--- src/rtl/gfx_pixel_fader.sv ---
// rtl/gfx_pixel_fader.sv - per-channel pixel fade stage with change flag and frame cadence
module gfx_pixel_fader #(
  parameter int NUM_CH      = 3,
  parameter int CH_BITS     = 4,
  parameter int ADDR_WIDTH  = 10,
  parameter int PERIOD_BITS = 4,
  parameter int CNT_BITS    = 16
) (
  input  logic                         clk,
  input  logic                         reset,
  input  logic [1:0]                   cfg_mode,
  input  logic [CH_BITS-1:0]           cfg_step,
  input  logic [PERIOD_BITS-1:0]       cfg_period,
  input  logic                         frame_start,
  input  logic                         in_valid,
  output logic                         in_ready,
  input  logic [ADDR_WIDTH-1:0]        in_addr,
  input  logic [NUM_CH*CH_BITS-1:0]    in_color,
  output logic                         out_valid,
  input  logic                         out_ready,
  output logic [ADDR_WIDTH-1:0]        out_addr,
  output logic [NUM_CH*CH_BITS-1:0]    out_color,
  output logic                         out_changed,
  output logic                         fade_active,
  output logic [CNT_BITS-1:0]          last_nonzero
);

  localparam int PIXEL_BITS = NUM_CH * CH_BITS;

  localparam logic [1:0] MODE_BYPASS = 2'd0;
  localparam logic [1:0] MODE_SUB    = 2'd1;
  localparam logic [1:0] MODE_HALF   = 2'd2;
  localparam logic [1:0] MODE_CLEAR  = 2'd3;

  localparam logic [PERIOD_BITS:0] FC_ONE  = (PERIOD_BITS + 1)'(1);
  localparam logic [CNT_BITS-1:0]  CNT_ONE = CNT_BITS'(1);

  // Frame cadence and shadow configuration
  logic [PERIOD_BITS-1:0] frame_cnt_q, frame_cnt_d;
  logic [PERIOD_BITS-1:0] period_q, period_d;
  logic                   fade_q, fade_d;
  logic [1:0]             mode_q, mode_d;
  logic [CH_BITS-1:0]     step_q, step_d;

  // Pipeline stages
  logic                   s1_v_q, s1_v_d;
  logic [ADDR_WIDTH-1:0]  s1_addr_q, s1_addr_d;
  logic [PIXEL_BITS-1:0]  s1_color_q, s1_color_d;
  logic                   s1_fade_q, s1_fade_d;
  logic [1:0]             s1_mode_q, s1_mode_d;
  logic [CH_BITS-1:0]     s1_step_q, s1_step_d;

  logic                   s2_v_q, s2_v_d;
  logic [ADDR_WIDTH-1:0]  s2_addr_q, s2_addr_d;
  logic [PIXEL_BITS-1:0]  s2_color_q, s2_color_d;
  logic                   s2_changed_q, s2_changed_d;

  // Statistics
  logic [CNT_BITS-1:0]    nz_cnt_q, nz_cnt_d;
  logic [CNT_BITS-1:0]    last_nz_q, last_nz_d;

  logic                   s2_adv;
  logic                   s1_adv;
  logic [PERIOD_BITS-1:0] eff_now;
  logic [PERIOD_BITS:0]   cnt_inc;
  logic [PIXEL_BITS-1:0]  faded;
  logic [CH_BITS-1:0]     ch;
  logic [CH_BITS-1:0]     res;
  logic [CH_BITS:0]       diff;
  logic [CNT_BITS-1:0]    nz_inc;

  assign s2_adv   = !s2_v_q || out_ready;
  assign s1_adv   = !s1_v_q || s2_adv;
  assign in_ready = !reset && s1_adv;

  always_comb begin
    frame_cnt_d  = frame_cnt_q;
    period_d     = period_q;
    fade_d       = fade_q;
    mode_d       = mode_q;
    step_d       = step_q;
    s1_v_d       = s1_v_q;
    s1_addr_d    = s1_addr_q;
    s1_color_d   = s1_color_q;
    s1_fade_d    = s1_fade_q;
    s1_mode_d    = s1_mode_q;
    s1_step_d    = s1_step_q;
    s2_v_d       = s2_v_q;
    s2_addr_d    = s2_addr_q;
    s2_color_d   = s2_color_q;
    s2_changed_d = s2_changed_q;
    nz_cnt_d     = nz_cnt_q;
    last_nz_d    = last_nz_q;
    faded        = s1_color_q;
    ch           = '0;
    res          = '0;
    diff         = '0;
    nz_inc       = nz_cnt_q;

    eff_now = cfg_period;
    if (cfg_period == '0) begin
      eff_now    = '0;
      eff_now[0] = 1'b1;
    end
    cnt_inc = {1'b0, frame_cnt_q} + FC_ONE;

    if (frame_start) begin
      mode_d   = cfg_mode;
      step_d   = cfg_step;
      period_d = eff_now;
      if (cnt_inc >= {1'b0, period_d}) begin
        frame_cnt_d = '0;
      end else begin
        frame_cnt_d = cnt_inc[PERIOD_BITS-1:0];
      end
      fade_d = (frame_cnt_d == '0);
    end

    // Tag with next-state cadence so a pixel on the frame_start cycle joins the new frame
    if (s1_adv) begin
      s1_v_d     = in_valid;
      s1_addr_d  = in_addr;
      s1_color_d = in_color;
      s1_fade_d  = fade_d;
      s1_mode_d  = mode_d;
      s1_step_d  = step_d;
    end

    for (int i = 0; i < NUM_CH; i++) begin
      ch   = s1_color_q[i*CH_BITS +: CH_BITS];
      diff = {1'b0, ch} - {1'b0, s1_step_q};
      case (s1_mode_q)
        MODE_BYPASS: res = ch;
        MODE_SUB:    res = diff[CH_BITS] ? '0 : diff[CH_BITS-1:0];
        MODE_HALF:   res = ch >> 1;
        MODE_CLEAR:  res = '0;
      endcase
      if (s1_fade_q) begin
        faded[i*CH_BITS +: CH_BITS] = res;
      end
    end

    if (s2_adv) begin
      s2_v_d       = s1_v_q;
      s2_addr_d    = s1_addr_q;
      s2_color_d   = faded;
      s2_changed_d = (faded != s1_color_q);
    end

    if (s2_v_q && out_ready && (s2_color_q != '0) && (nz_cnt_q != '1)) begin
      nz_inc = nz_cnt_q + CNT_ONE;
    end
    if (frame_start) begin
      last_nz_d = nz_inc;
      nz_cnt_d  = '0;
    end else begin
      nz_cnt_d  = nz_inc;
    end
  end

  always_ff @(posedge clk) begin
    if (reset) begin
      frame_cnt_q  <= '0;
      period_q     <= '0;
      fade_q       <= 1'b0;
      mode_q       <= '0;
      step_q       <= '0;
      s1_v_q       <= 1'b0;
      s1_addr_q    <= '0;
      s1_color_q   <= '0;
      s1_fade_q    <= 1'b0;
      s1_mode_q    <= '0;
      s1_step_q    <= '0;
      s2_v_q       <= 1'b0;
      s2_addr_q    <= '0;
      s2_color_q   <= '0;
      s2_changed_q <= 1'b0;
      nz_cnt_q     <= '0;
      last_nz_q    <= '0;
    end else begin
      frame_cnt_q  <= frame_cnt_d;
      period_q     <= period_d;
      fade_q       <= fade_d;
      mode_q       <= mode_d;
      step_q       <= step_d;
      s1_v_q       <= s1_v_d;
      s1_addr_q    <= s1_addr_d;
      s1_color_q   <= s1_color_d;
      s1_fade_q    <= s1_fade_d;
      s1_mode_q    <= s1_mode_d;
      s1_step_q    <= s1_step_d;
      s2_v_q       <= s2_v_d;
      s2_addr_q    <= s2_addr_d;
      s2_color_q   <= s2_color_d;
      s2_changed_q <= s2_changed_d;
      nz_cnt_q     <= nz_cnt_d;
      last_nz_q    <= last_nz_d;
    end
  end

  assign out_valid    = s2_v_q;
  assign out_addr     = s2_addr_q;
  assign out_color    = s2_color_q;
  assign out_changed  = s2_changed_q;
  assign fade_active  = fade_q;
  assign last_nonzero = last_nz_q;

endmodule

--- config.mk ---
export PLATFORM = sky130hd
export DESIGN_NAME = gfx_pixel_fader
export DESIGN_NICKNAME = d
export VERILOG_FILES = /design/src/rtl/gfx_pixel_fader.sv
export SDC_FILE = /design/constraint.sdc
export NUM_CORES = 1
export LEC_CHECK = 0
export CORE_MARGIN = 1.5
export CORE_UTILIZATION = 52
export CTS_CLUSTER_DIAMETER = 100
export CTS_CLUSTER_SIZE = 40
export DETAILED_ROUTE_END_ITERATION = 10
export PLACE_DENSITY = 0.78
export SKIP_LAST_GASP = 1
export SYNTH_ARGS = -nofsm -noshare
export SYNTH_HDL_FRONTEND = slang
export SYNTH_SLANG_ARGS = --single-unit
--- constraint.sdc ---
create_clock -name clk -period 6.4 [get_ports clk]
set_clock_uncertainty 0.1 [all_clocks]
set_input_delay 1.92 -clock clk [delete_from_list [all_inputs] [get_ports clk]]
set_output_delay 1.92 -clock clk [all_outputs]
set_load 0.01 [all_outputs]
# == After elaboration in Yosys (flattened, before gate mapping) ==
# Index checks and enable logic that the tools add are counted.
# Widths: inputs -> output; s select.
# word_totals
output_inout_bits,42
inputBits,37
regBits,97
wordCells,57
# op_classes
n_reduce_logical,14
muxes,16
eq_ne,5
order_cmp,1
add_sub_neg,5
# ops
operator,n
$pmux 4 s4,3
$mux 4,10
$add 16x1->16 const B,1
$mux 16,1
$ne 16x16->1 const B,1
$sub 4x4->5,3
$ne 12x12->1,1
$reduce_bool 12->1,1
$logic_not 4->1,2
$add 4x1->5 const B,1
$ge 5x4->1,1
$eq 2x2->1 const B,2
$logic_and 1x1->1,4
$logic_not 1->1,3
$eq 2x1->1 const B,1
$logic_not 2->1,1
$logic_or 1x1->1,2
$mux 2,1
$reduce_or 2->1,1
$mux 1,1

# == Longest topological paths before layout ==
# Gate-level depths: netlist of the first run.
# logic_depth
ltp_word,7
mapped_depth,10
mapped_depth_nobuf,10

# == Worst setup path before layout of the first run ==
# Ideal clock, no wire load.
# synth_timing
path_kind,input port to output port
start,in out_ready
end,out in_ready
required_ns,4.380
stages,6
arrival_ns,2.993
setup_slack_ns,1.387
path_cell_list,nor2b_1 -> clkbuf_1 -> and2_1 -> clkbuf_1 -> clkbuf_1 -> nor2_1
# synth_between
elab_chain_cells,3
# synth_rtl
item,line,rtl
start: declaration,20,"input logic out_ready,"
$logic_or 1x1->1,72,assign s2_adv = !s2_v_q || out_ready;
$logic_or 1x1->1,73,assign s1_adv = !s1_v_q || s2_adv;
$logic_and 1x1->1,74,assign in_ready = !reset && s1_adv;
end: declaration,16,"output logic in_ready,"
# No other way between the ends.

# == Worst setup path in the final report of the first run ==
# Same ends and word-level chain as after synthesis.

==> out/qor.txt, run 1 <==
================================================================================
Synth async-reset ratio                                                       0%
Net count after synthesis                                                    646
Congestion Overflow GR                                                         0
Number of clock buffers inserted by TritonCTS                                  9
Worst setup slack before clock tree synthesis                            1.02 ns
Most frequent cell on the critical path                             sky130_fd_sc_hd__clkdlybuf4s50_1
Total number of vias                                                        4357
Internal power contribution                                           0.000929 W
Clock Root Buffer                                                   sky130_fd_sc_hd__clkbuf_8
Insertion delay to the later sink of the worst-skew pair                 0.37 ns
Standard cell with the maximum stage delay on the critical path     sky130_fd_sc_hd__clkdlybuf4s50_1
Layout area overhead                                                       20.6%
DP Wirelength                                                            8.45 mm
Leading cell types by total area after synthesis                    sky130_fd_sc_hd__dfxtp_1 (40%), sky130_fd_sc_hd__nor2_1 (6.6%), sky130_fd_sc_hd__nand2_1 (6.4%)
Kind of end point of the critical path                                output pin
Cell type group with the largest total delay on the critical path   buffers and inverters
Average size of a mapped cell                                          8.16 um^2
Proportion of total power due to net switching                             28.5%
Startpoint types                                                    primary input
Avg WL per Cell                                                          15.6 um
Outcome                                                             complete, no violations
Avg Vias per Cell                                                           5.74
Area share of the largest cell type after synthesis                        40.5%
Max-cap viol count                                                             0
Most used flip-flop cell after synthesis                            sky130_fd_sc_hd__dfxtp_1
YS warnings                                                                    0
Buffers & Inverters on Critical Path                                           2
RD Place Congestion                                                        0.920
H-Tree Depth                                                                   3
Router iterations before antenna repair                                        5
Vertical die dimension                                                   99.1 um
Highest ir drop seen on vdd                                             0.117 mV
Proportion of power drawn by combinational gates                           17.6%
Worst hold-check path type                                          flip-flop to flip-flop
FF+latch count, synth                                                         97
I/O Pins                                                                      79
Total power per unit cell area                                       225 nW/um^2
Final Power                                                            0.00130 W
Delay of the slowest critical-path stage                                 0.57 ns
Distinct cell type count after synthesis                                      55
Proportion of synthesized chip area in sequential cells                    40.5%
Top cell type by total area after synthesis                         sky130_fd_sc_hd__dfxtp_1
Width of the die                                                         99.1 um
Post-DRT Antenna Nets                                                          0
Gate Count Post-Synth                                                        588
Share of total power in the clock network                                  31.2%
Final critical path time including I/O delays and setup                  5.40 ns
Input/output buffers                                                          78
CTS clk-pin slew, worst paths                                            0.09 ns
Number of fill cells                                                         764
Pin count of the biggest net entering global routing                          83
Net count of the finished layout                                             704
Std-Cell Rows                                                                 34
Max Root-Sink Buffers                                                          2
Final WS setup                                                           1.00 ns
Number of enable-type register cells in the synthesized netlist                0
Remaining routing DRC violations                                               0
Critical path cell sequence                                         clkdlybuf4s50_1 -> nor2b_1 -> and2_1 -> nor2_1 -> clkdlybuf4s50_1
Total wire length after detailed routing                                 11.8 mm
ANT cells                                                                      0
RSZ-0062 raised after global routing                                          no
Worst path required time                                                 4.38 ns
First-pass GRT wire length                                               19.9 mm
Final Setup Violations                                                         0
Synthesized area                                                       4800 um^2
Total negative setup slack                                                  0 ns
Worst-path maximum fanout                                                      3
Hold bufs inserted after CTS                                                   0
Area of the core                                                       8850 um^2
Max_slew headroom                                                          23.8%
Initial core utilization                                                   54.2%
Proportion of power drawn by flip-flops and latches                        51.2%
Starting DRT DRC Count                                                       251
Total Die Area                                                         9810 um^2
Antenna violations before repair                                               0
Post-CTS Resized                                                               0
Count of final max-slew check failures                                         0
P_leak                                                                   2.19 nW
Final Hold Vio Count                                                           0
Cell total after placement                                                   743
Number of global-route vias before repair                                   4154
Worst-Margin Slew                                                        1.14 ns
P_sw                                                                  0.000371 W
Period utilization                                                         84.4%
CP arrival                                                               3.38 ns
WS Path Type                                                        primary input to output pin
Number of non-filler instances in the completed layout                       759
Buffers inserted during post-CTS setup optimization                            0
Clock tree from TritonCTS                                                  built
Number of clock sinks seen by CTS                                             97
GRT Total Usage                                                            24.9%
Proportion of layout cells with a drive suffix above 1                     5.99%
Top achievable clock speed                                               185 MHz
================================================================================
[power groups by stage]
| stage | logic, W | registers [W] | clock network [W] |
|---|---|---|---|
| 2_1_floorplan | 0.000141 | 0.000672 | 0 |
| 3_3_place_gp | 0.000220 | 0.000678 | 0 |
| 3_5_place_dp | 0.000226 | 0.000679 | 0 |
| 4_1_cts | 0.000227 | 0.000665 | 0.000411 |
| 5_1_grt | 0.000253 | 0.000670 | 0.000435 |
| 6_report | 0.000229 | 0.000666 | 0.000406 |
[layer usage]
layer	GRT usage, %	up-vias	share of wire [%]
li1	-	2158	-
met1	33.1	2027	45
met2	39.6	150	45
met3	6.74	22	7.4
met4	7.69	0	2.0
met5	0	-	0
[worst register-to-register path: cells and delay by family (launching register included)]
family	cells	cell delay, ns
AND/OR/NAND/NOR	2	0.49
XOR/XNOR	1	0.18
flip-flops	1	0.46
buffers and inverters	1	0.10
multiplexers	1	0.36
AO/OA/AOI/OAI	3	0.46
adder cells (fa/ha/maj)	2	0.64
[metrics by stage]
step / area, um^2 / hold slack [ns] / util, %
6_report: 5790 / 0.357 / 65.4
5_1_grt: 5790 / 0.380 / 65.4
4_1_cts: 5790 / 0.362 / 65.4
3_5_place_dp: 5590 / 0.346 / 63.2
3_3_place_gp: 5590 / 0.339 / 63.2
2_1_floorplan: 4800 / 0.332 / -
[worst paths after layout]
kind	to	slack (ns)	start	cells after the start
setup / recovery	in_ready	1.0	out_ready	5
hold / removal	s1_addr_q[4]$_SDFFE_PP0N_	0.36	s1_addr_q[4]$_SDFFE_PP0N_	2
setup reg to reg	out_changed$_SDFFE_PP0P_	3.48	s1_color_q[8]$_SDFFE_PP0N_	10
hold reg to reg	s1_addr_q[4]$_SDFFE_PP0N_	0.36	s1_addr_q[4]$_SDFFE_PP0N_	2
[cell families (layout without fill, tap and decap cells)]
family                   count (synthesis)  in the layout  share of synthesized area [%]
multiplexers                            11             11                           2.32
AO/OA/AOI/OAI                          144            144                           20.3
buffers and inverters                   58            121                           4.85
XOR/XNOR                                22             22                           4.02
flip-flops                              97             97                           40.5
adder cells (fa/ha/maj)                 21             21                           5.95
AND/OR/NAND/NOR                        235            235                           22.1
[cell usage in the layout, fill, tap and decap left out, drive strengths merged, types with 5 or more instances in the layout]
master	instances
nor4	6
inv	23
nor3	10
nor2	90
xnor2	10
nand3	14
a22oi	6
a21oi	56
nand2	82
o21ai	13
nand2b	14
a211oi	31
clkdlybuf4s50	77
dfxtp	97
clkbuf	11
mux2i	10
a21o	5
buf	5
xor2	12
ha	18
[cell usage after synthesis, types with 4 or more instances]
cell / n
sky130_fd_sc_hd__a211oi_1: 27
sky130_fd_sc_hd__a211oi_2: 4
sky130_fd_sc_hd__a21o_1: 5
sky130_fd_sc_hd__a21oi_1: 56
sky130_fd_sc_hd__a221o_1: 4
sky130_fd_sc_hd__a221oi_1: 4
sky130_fd_sc_hd__a22oi_1: 6
sky130_fd_sc_hd__a31o_2: 4
sky130_fd_sc_hd__clkbuf_1: 30
sky130_fd_sc_hd__dfxtp_1: 97
sky130_fd_sc_hd__ha_1: 18
sky130_fd_sc_hd__inv_1: 22
sky130_fd_sc_hd__mux2i_1: 10
sky130_fd_sc_hd__nand2_1: 82
sky130_fd_sc_hd__nand2b_1: 14
sky130_fd_sc_hd__nand3_1: 14
sky130_fd_sc_hd__nor2_1: 84
sky130_fd_sc_hd__nor2b_1: 4
sky130_fd_sc_hd__nor3_1: 9
sky130_fd_sc_hd__nor4_1: 6
sky130_fd_sc_hd__o21ai_0: 11
sky130_fd_sc_hd__o221ai_1: 4
sky130_fd_sc_hd__xnor2_1: 10
sky130_fd_sc_hd__xor2_1: 12
[area by class of cell]
type	instances	area [um^2]	area share, %
clock inverter	5	63.8	1.10
multi-input combinational	433	2620	45.3
clock buffer	11	131	2.27
sequential	97	1940	33.5
tap	108	135	2.33
timing repair buffer	82	806	13.9
inverter	23	86.3	1.49
[flip-flops by register name (all words and copies together) (netlist names)]
signal / count
mode_q: 2
out_color: 12
frame_cnt_q: 4
nz_cnt_q: 16
out_changed: 1
fade_active: 1
s1_color_q: 12
s1_addr_q: 10
step_q: 4
s1_v_q: 1
s1_mode_q: 2
last_nonzero: 16
out_valid: 1
s1_fade_q: 1
out_addr: 10
s1_step_q: 4
(Power assumes the default switching activity.)
==> inputs of run 2 (changes only) <==
- CORE_UTILIZATION: 52 -> 48
- PLACE_DENSITY: 0.78 -> 0.76
- clock period: 6.4 -> 4.8 ns (I/O delays scaled with it)
==> run 2 against run 1 <==
- combinational power grew 34%
- highest routed layer unchanged
- via count fell by 0.28%
- setup slack worse by 0.54 ns
- largest power group unchanged
- sequential power up 33%
- first-iteration DRC count increased by 16%
- routed wire length rose by 3.9%
==> out/qor.txt, run 2 (synthesized netlist as in run 1, its figures left out) <==
=======================================================================
DP Wirelength                                                   8.79 mm   +4.1%
Number of clock buffers inserted by TritonCTS                         9   unchanged
Final Hold Vio Count                                                  0   unchanged
GRT Total Usage                                                   24.0%   -0.83 points
Vertical die dimension                                           103 um   +4.0%
CP arrival                                                      2.80 ns   -0.58 ns
Starting DRT DRC Count                                              291   +16%
Post-CTS Resized                                                      0   unchanged
Remaining routing DRC violations                                      0   unchanged
ANT cells                                                             0   unchanged
Avg WL per Cell                                                 15.7 um   +0.46%
Hold Crit Start                                            s1_addr_q[3]$_SDFFE_PP0N_
H-Tree Depth                                                          3   unchanged
Worst hold-check path type                                 flip-flop to flip-flop
Startpoint types                                           primary input
Hold bufs inserted after CTS                                          0   unchanged
Commonest cells after routing, fill and taps aside         sky130_fd_sc_hd__dfxtp_1 (97), sky130_fd_sc_hd__nor2_1 (84), sky130_fd_sc_hd__nand2_1 (82), sky130_fd_sc_hd__clkdlybuf4s50_1 (77), sky130_fd_sc_hd__a21oi_1 (56)
Insertion delay to the later sink of the worst-skew pair        0.37 ns   about the same
Hold slack                                                     0.358 ns   +0.000606 ns
Router iterations before antenna repair                               5   unchanged
Initial core utilization                                          49.3%   -4.9 points
Wire length on met1                                             5.62 mm   +4.7%
Count of final max-slew check failures                                0   unchanged
RSZ-0062 raised after global routing                                 no
Pin count of the biggest net entering global routing                 83   unchanged
Worst-path maximum fanout                                             3   unchanged
Kind of end point of the critical path                       output pin
Period utilization                                                90.5%
Number of clock sinks seen by CTS                                    97   unchanged
Clock tree from TritonCTS                                         built
Input/output buffers                                                 78   unchanged
I/O Pins                                                             79   unchanged
Number of fill cells                                                888   +16%
Worst-Margin Slew                                               1.18 ns   +0.0412 ns
Antenna violations before repair                                      0   unchanged
Max-cap viol count                                                    0   unchanged
Area of the core                                              9730 um^2   +10%
CTS clk-pin slew, worst paths                                   0.09 ns   about the same
Post-DRT Antenna Nets                                                 0   unchanged
P_leak                                                          2.21 nW   +1.0%
Max Root-Sink Buffers                                                 2   unchanged
Net count of the finished layout                                    705   +0.14%
Met3 wire length                                                 839 um   -4.4%
Final Setup Violations                                                0   unchanged
Total wire length after detailed routing                        12.3 mm   +3.9%
Sequential cell area                                          1940 um^2   unchanged
Total power per unit cell area                              302 nW/um^2   +34%
Total negative setup slack                                         0 ns   unchanged
Avg Vias per Cell                                                  5.54   -3.6%
WS Path Type                                               primary input to output pin
Max_slew headroom                                                 21.1%   -2.8 points
Proportion of layout cells with a drive suffix above 1            6.60%   +0.60 points
Commonest non-fill, non-tap cell in the layout             sky130_fd_sc_hd__dfxtp_1
Top achievable clock speed                                      230 MHz
Total Die Area                                               10600 um^2   +8.1%
Total number of vias                                               4345   -0.28%
Highest ir drop seen on vdd                                    0.159 mV   +35%
Congestion Overflow GR                                                0   unchanged
Std-Cell Rows                                                        36   +5.9%
Number of global-route vias before repair                          4060   -2.3%
Wire length on met2                                             5.64 mm   +5.2%
Outcome                                                    complete, no violations
RD Place Congestion                                               0.894   -2.8%
Worst path required time                                        3.26 ns   -1.12 ns
Top routing layer used                                             met4
Layout area overhead                                              22.0%
Source of the critical timing path                            out_ready
Multi-input gate area                                         2630 um^2   about the same
Final critical path time including I/O delays and setup         4.34 ns
Buffers inserted during post-CTS setup optimization                   0   unchanged
Width of the die                                                 103 um   +4.0%
First-pass GRT wire length                                      20.0 mm   +0.73%
Clock Root Buffer                                          sky130_fd_sc_hd__clkbuf_8
Reg-to-reg startpoint                                      s1_color_q[5]$_SDFFE_PP0N_
=======================================================================
run 2: cell count changes in the layout (fill, tap and decap cells not counted):
cell,before,now
sky130_fd_sc_hd__inv_8,0,1
sky130_fd_sc_hd__nor2b_1,4,3
sky130_fd_sc_hd__clkinvlp_4,1,0
sky130_fd_sc_hd__clkinv_8,0,1
sky130_fd_sc_hd__clkbuf_8,9,10
sky130_fd_sc_hd__clkbuf_1,2,0
sky130_fd_sc_hd__buf_4,4,5
sky130_fd_sc_hd__nor2b_2,0,1
run 2: path summary, 6_finish.rpt:
path | cells past startpoint | slack (ns) | to
hold reg to reg | 2 | 0.36 | s1_addr_q[3]$_SDFFE_PP0N_
setup reg to reg | 8 | 1.93 | out_changed$_SDFFE_PP0P_
hold / removal | 2 | 0.36 | s1_addr_q[3]$_SDFFE_PP0N_
setup / recovery | 5 | 0.46 | in_ready
run 2: per-stage QoR:
stage,cells,util [%],total power [W],setup WS [ns],cell area (um^2)
finish,785,60.2,0.00177,0.456,5860
global route,785,60.2,0.00185,0.399,5860
CTS,785,60.2,0.00178,0.447,5860
detailed placement,769,57.9,0.00121,0.463,5630
global placement,769,57.9,0.00120,0.480,5630
floorplan,588,-,0.00108,0.747,4800
run 2: layout make-up:
type,instances,area share (%)
Multi-Input combinational cell,433,44.9
Sequential cell,97,33.2
Timing Repair Buffer,83,13.9
Tap cell,133,2.84
Clock buffer,10,2.35
Inverter,23,1.47
Clock inverter,6,1.43
run 2: where the power goes:
group	internal (W)	switching, W
Combinational	0.000150	0.000158
Clock	0.000267	0.000304
Sequential	0.000844	0.0000439
run 2: critical path, stage by stage:
cell and delay (ns):
sky130_fd_sc_hd__clkdlybuf4s50_1 0.52, sky130_fd_sc_hd__nor2b_2 0.06, sky130_fd_sc_hd__and2_1 0.16, sky130_fd_sc_hd__nor2_1 0.09
sky130_fd_sc_hd__clkdlybuf4s50_1 0.54
run 2: routing by layer:
metal  GRT usage, %  up-vias
li1               -     2167
met4           8.21        0
met3           4.27       18
met2           37.9      150
met1           33.3     2010
met5              0        -
==> inputs of run 3 (changes only) <==
- CORE_ASPECT_RATIO: default -> 1.4
==> run 3 against run 2 <==
- fmax is 2.6% lower
- cell count grew 0.51%
- largest power group unchanged
- non-clock buffer count grew 2
- sequential power is essentially flat
- setup slack worse by 0.12 ns
- largest cell class unchanged
- register-to-register slack worse by 0.11 ns
- highest routed layer unchanged
- sequential cell count stayed put
- hold slack got worse by 0.012 ns
- design area is 2.8% higher
- routed wire length decreased by 0.54%
- global-route usage fell by 0.37 points
- critical path depth did not move
- critical path type unchanged
==> out/qor.txt, run 3 (synthesized netlist as in run 1, its figures left out) <==
==============================================================================
First-pass GRT wire length                                             19.8 mm   -1.3%
RD Place Congestion                                                      0.912   +2.0%
Proportion of power drawn by combinational gates                         14.8%   -2.6 points
ANT cells                                                                    0   unchanged
Remaining routing DRC violations                                             0   unchanged
Congestion Overflow GR                                                       0   unchanged
Commonest cells after routing, fill and taps aside                sky130_fd_sc_hd__dfxtp_1 (97), sky130_fd_sc_hd__nor2_1 (84), sky130_fd_sc_hd__nand2_1 (82), sky130_fd_sc_hd__clkdlybuf4s50_1 (77), sky130_fd_sc_hd__a21oi_1 (56)
Total power per unit cell area                                     343 nW/um^2   +13%
Count of final max-slew check failures                                       0   unchanged
Avg Vias per Cell                                                         5.57   +0.59%
RSZ-0062 raised after global routing                                        no
Number of clock sinks seen by CTS                                           97   unchanged
Worst hold path cell count                                                   2   unchanged
Period utilization                                                       92.9%   +2.4 points
I/O Pins                                                                    79   unchanged
Input/output buffers                                                        78   unchanged
Worst-path maximum fanout                                                    3   unchanged
Total negative setup slack                                                0 ns   unchanged
Capturing point of the worst reg2reg path                         out_changed$_SDFFE_PP0P_
P_sw                                                                0.000502 W   -0.93%
Post-DP Area                                                         5650 um^2   +0.31%
Commonest non-fill, non-tap cell in the layout                    sky130_fd_sc_hd__dfxtp_1
Number of cells on the worst reg-to-reg path                                 9   +1
Critical path cell sequence                                       clkdlybuf4s50_1 -> nor2b_2 -> and2_1 -> nor2_1 -> clkdlybuf4s50_1
Share of total power in the clock network                                42.1%   +9.8 points
GRT Total Usage                                                          23.7%   -0.37 points
Post-DRT Antenna Nets                                                        0   unchanged
Std-Cell Rows                                                               43   +19%
Hold Crit Start                                                   s1_addr_q[3]$_SDFFE_PP0N_
Pin count of the biggest net entering global routing                        83   unchanged
Top achievable clock speed                                             224 MHz   -2.6%
Final critical path time including I/O delays and setup                4.46 ns   +0.116 ns
Total number of vias                                                      4393   +1.1%
Most frequent cell on the critical path                           sky130_fd_sc_hd__clkdlybuf4s50_1
Layout area overhead                                                     25.4%
DP Wirelength                                                          8.71 mm   -1.0%
Startpoint types                                                  primary input
Clock Root Buffer                                                 sky130_fd_sc_hd__clkbuf_16
H-Tree Depth                                                                 3   unchanged
Proportion of total power due to net switching                           24.3%   -4.3 points
Max-cap viol count                                                           0   unchanged
Cell total after placement                                                 773   +0.52%
Width of the die                                                       87.5 um   -15%
Standard cell with the maximum stage delay on the critical path   sky130_fd_sc_hd__clkdlybuf4s50_1
Fin area                                                             6020 um^2   +2.8%
Final Setup Violations                                                       0   unchanged
Buffers inserted during post-CTS setup optimization                          0   unchanged
Total wire length after detailed routing                               12.2 mm   -0.54%
Internal power contribution                                          0.00156 W   +24%
Initial core utilization                                                 49.0%   -0.32 points
Total Die Area                                                      10600 um^2   about the same
Proportion of layout cells with a drive suffix above 1                   6.73%   +0.13 points
CTS clk-pin slew, worst paths                                          0.07 ns   -0.02 ns
Avg WL per Cell                                                        15.5 um   -1.0%
WS Path Type                                                      primary input to output pin
Reg-to-reg startpoint                                             s1_color_q[4]$_SDFFE_PP0N_
Number of global-route vias before repair                                 4071   +0.27%
Area of the core                                                     9790 um^2   +0.64%
Outcome                                                           complete, no violations
P_leak                                                                 2.28 nW   +3.3%
Kind of end point of the critical path                              output pin
Endpoint of the worst hold path                                   out_addr[3]$_SDFFE_PP0P_
Starting DRT DRC Count                                                     338   +16%
Hold bufs inserted after CTS                                                 0   unchanged
Max_slew headroom                                                        43.3%   +22 points
Insertion delay to the later sink of the worst-skew pair               0.34 ns   -0.03 ns
Number of non-filler instances in the completed layout                     789   +0.51%
Antenna violations before repair                                             0   unchanged
Router iterations before antenna repair                                      5   unchanged
Delay of the slowest critical-path stage                               0.59 ns   +0.05 ns
Worst path required time                                               3.26 ns   about the same
Proportion of power drawn by flip-flops and latches                      43.1%   -7.1 points
Flop-to-flop setup slack                                               1.82 ns   -0.11 ns
Net count of the finished layout                                           707   +0.28%
Post-CTS Resized                                                             0   unchanged
Highest ir drop seen on vdd                                           0.179 mV   +13%
Number of clock buffers inserted by TritonCTS                                9   unchanged
Vertical die dimension                                                  121 um   +18%
Worst hold-check path type                                        flip-flop to flip-flop
Final Hold Vio Count                                                         0   unchanged
Worst-Margin Slew                                                     0.850 ns   -0.331 ns
CP arrival                                                             2.92 ns   +0.12 ns
Max Root-Sink Buffers                                                        2   unchanged
Clock tree from TritonCTS                                                built
==============================================================================
## run 3: metrics by stage
stage / setup slack, ns / hold WS, ns / power (W) / utilization (%)
6_report: 0.340 / 0.346 / 0.00206 / 61.5
5_1_grt: 0.295 / 0.374 / 0.00214 / 61.5
4_1_cts: 0.342 / 0.350 / 0.00207 / 61.5
3_5_place_dp: 0.361 / 0.344 / 0.00121 / 57.7
3_3_place_gp: 0.386 / 0.339 / 0.00120 / 57.7
2_1_floorplan: 0.747 / 0.332 / 0.00108 / -
## run 3: routing by layer
metal | routed length [um] | vias to the layer above | GRT usage (%)
met5 | 0 | - | 0
met4 | 305 | 0 | 9.13
met3 | 624 | 22 | 3.95
met2 | 6190 | 153 | 40.3
met1 | 5110 | 2043 | 29.5
li1 | - | 2175 | -
## run 3: how the worst max path moves through the flow
stage	endpoint	slack (ns)	startpoint	cells past startpoint
after detailed placement	in_ready	0.36	out_ready	5
after global placement	in_ready	0.39	out_ready	5
final	in_ready	0.34	out_ready	5
after CTS	in_ready	0.34	out_ready	5
after floorplan	in_ready	0.75	out_ready	6
after global routing	in_ready	0.29	out_ready	5
## run 3: worst max-delay path, delay by kind of cell
family        cells  cell delay, ns
simple gates      3            0.35
buf+inv           2            1.13
## run 3: area by class of cell
cell class,count,area (um^2)
inverters,23,86.3
clock inverters,6,138
flip-flops and latches,97,1940
multi-input cells,433,2630
fillers,873,3770
repair buffers,85,828
well taps,135,169
clock buffers,10,229
## run 3: power by group through the flow
stage | logic, W | clock network [W] | registers (W)
final | 0.000305 | 0.000867 | 0.000889
after global routing | 0.000336 | 0.000914 | 0.000893
after CTS | 0.000305 | 0.000880 | 0.000887
after detailed placement | 0.000303 | 0 | 0.000905
after global placement | 0.000297 | 0 | 0.000904
after floorplan | 0.000189 | 0 | 0.000896
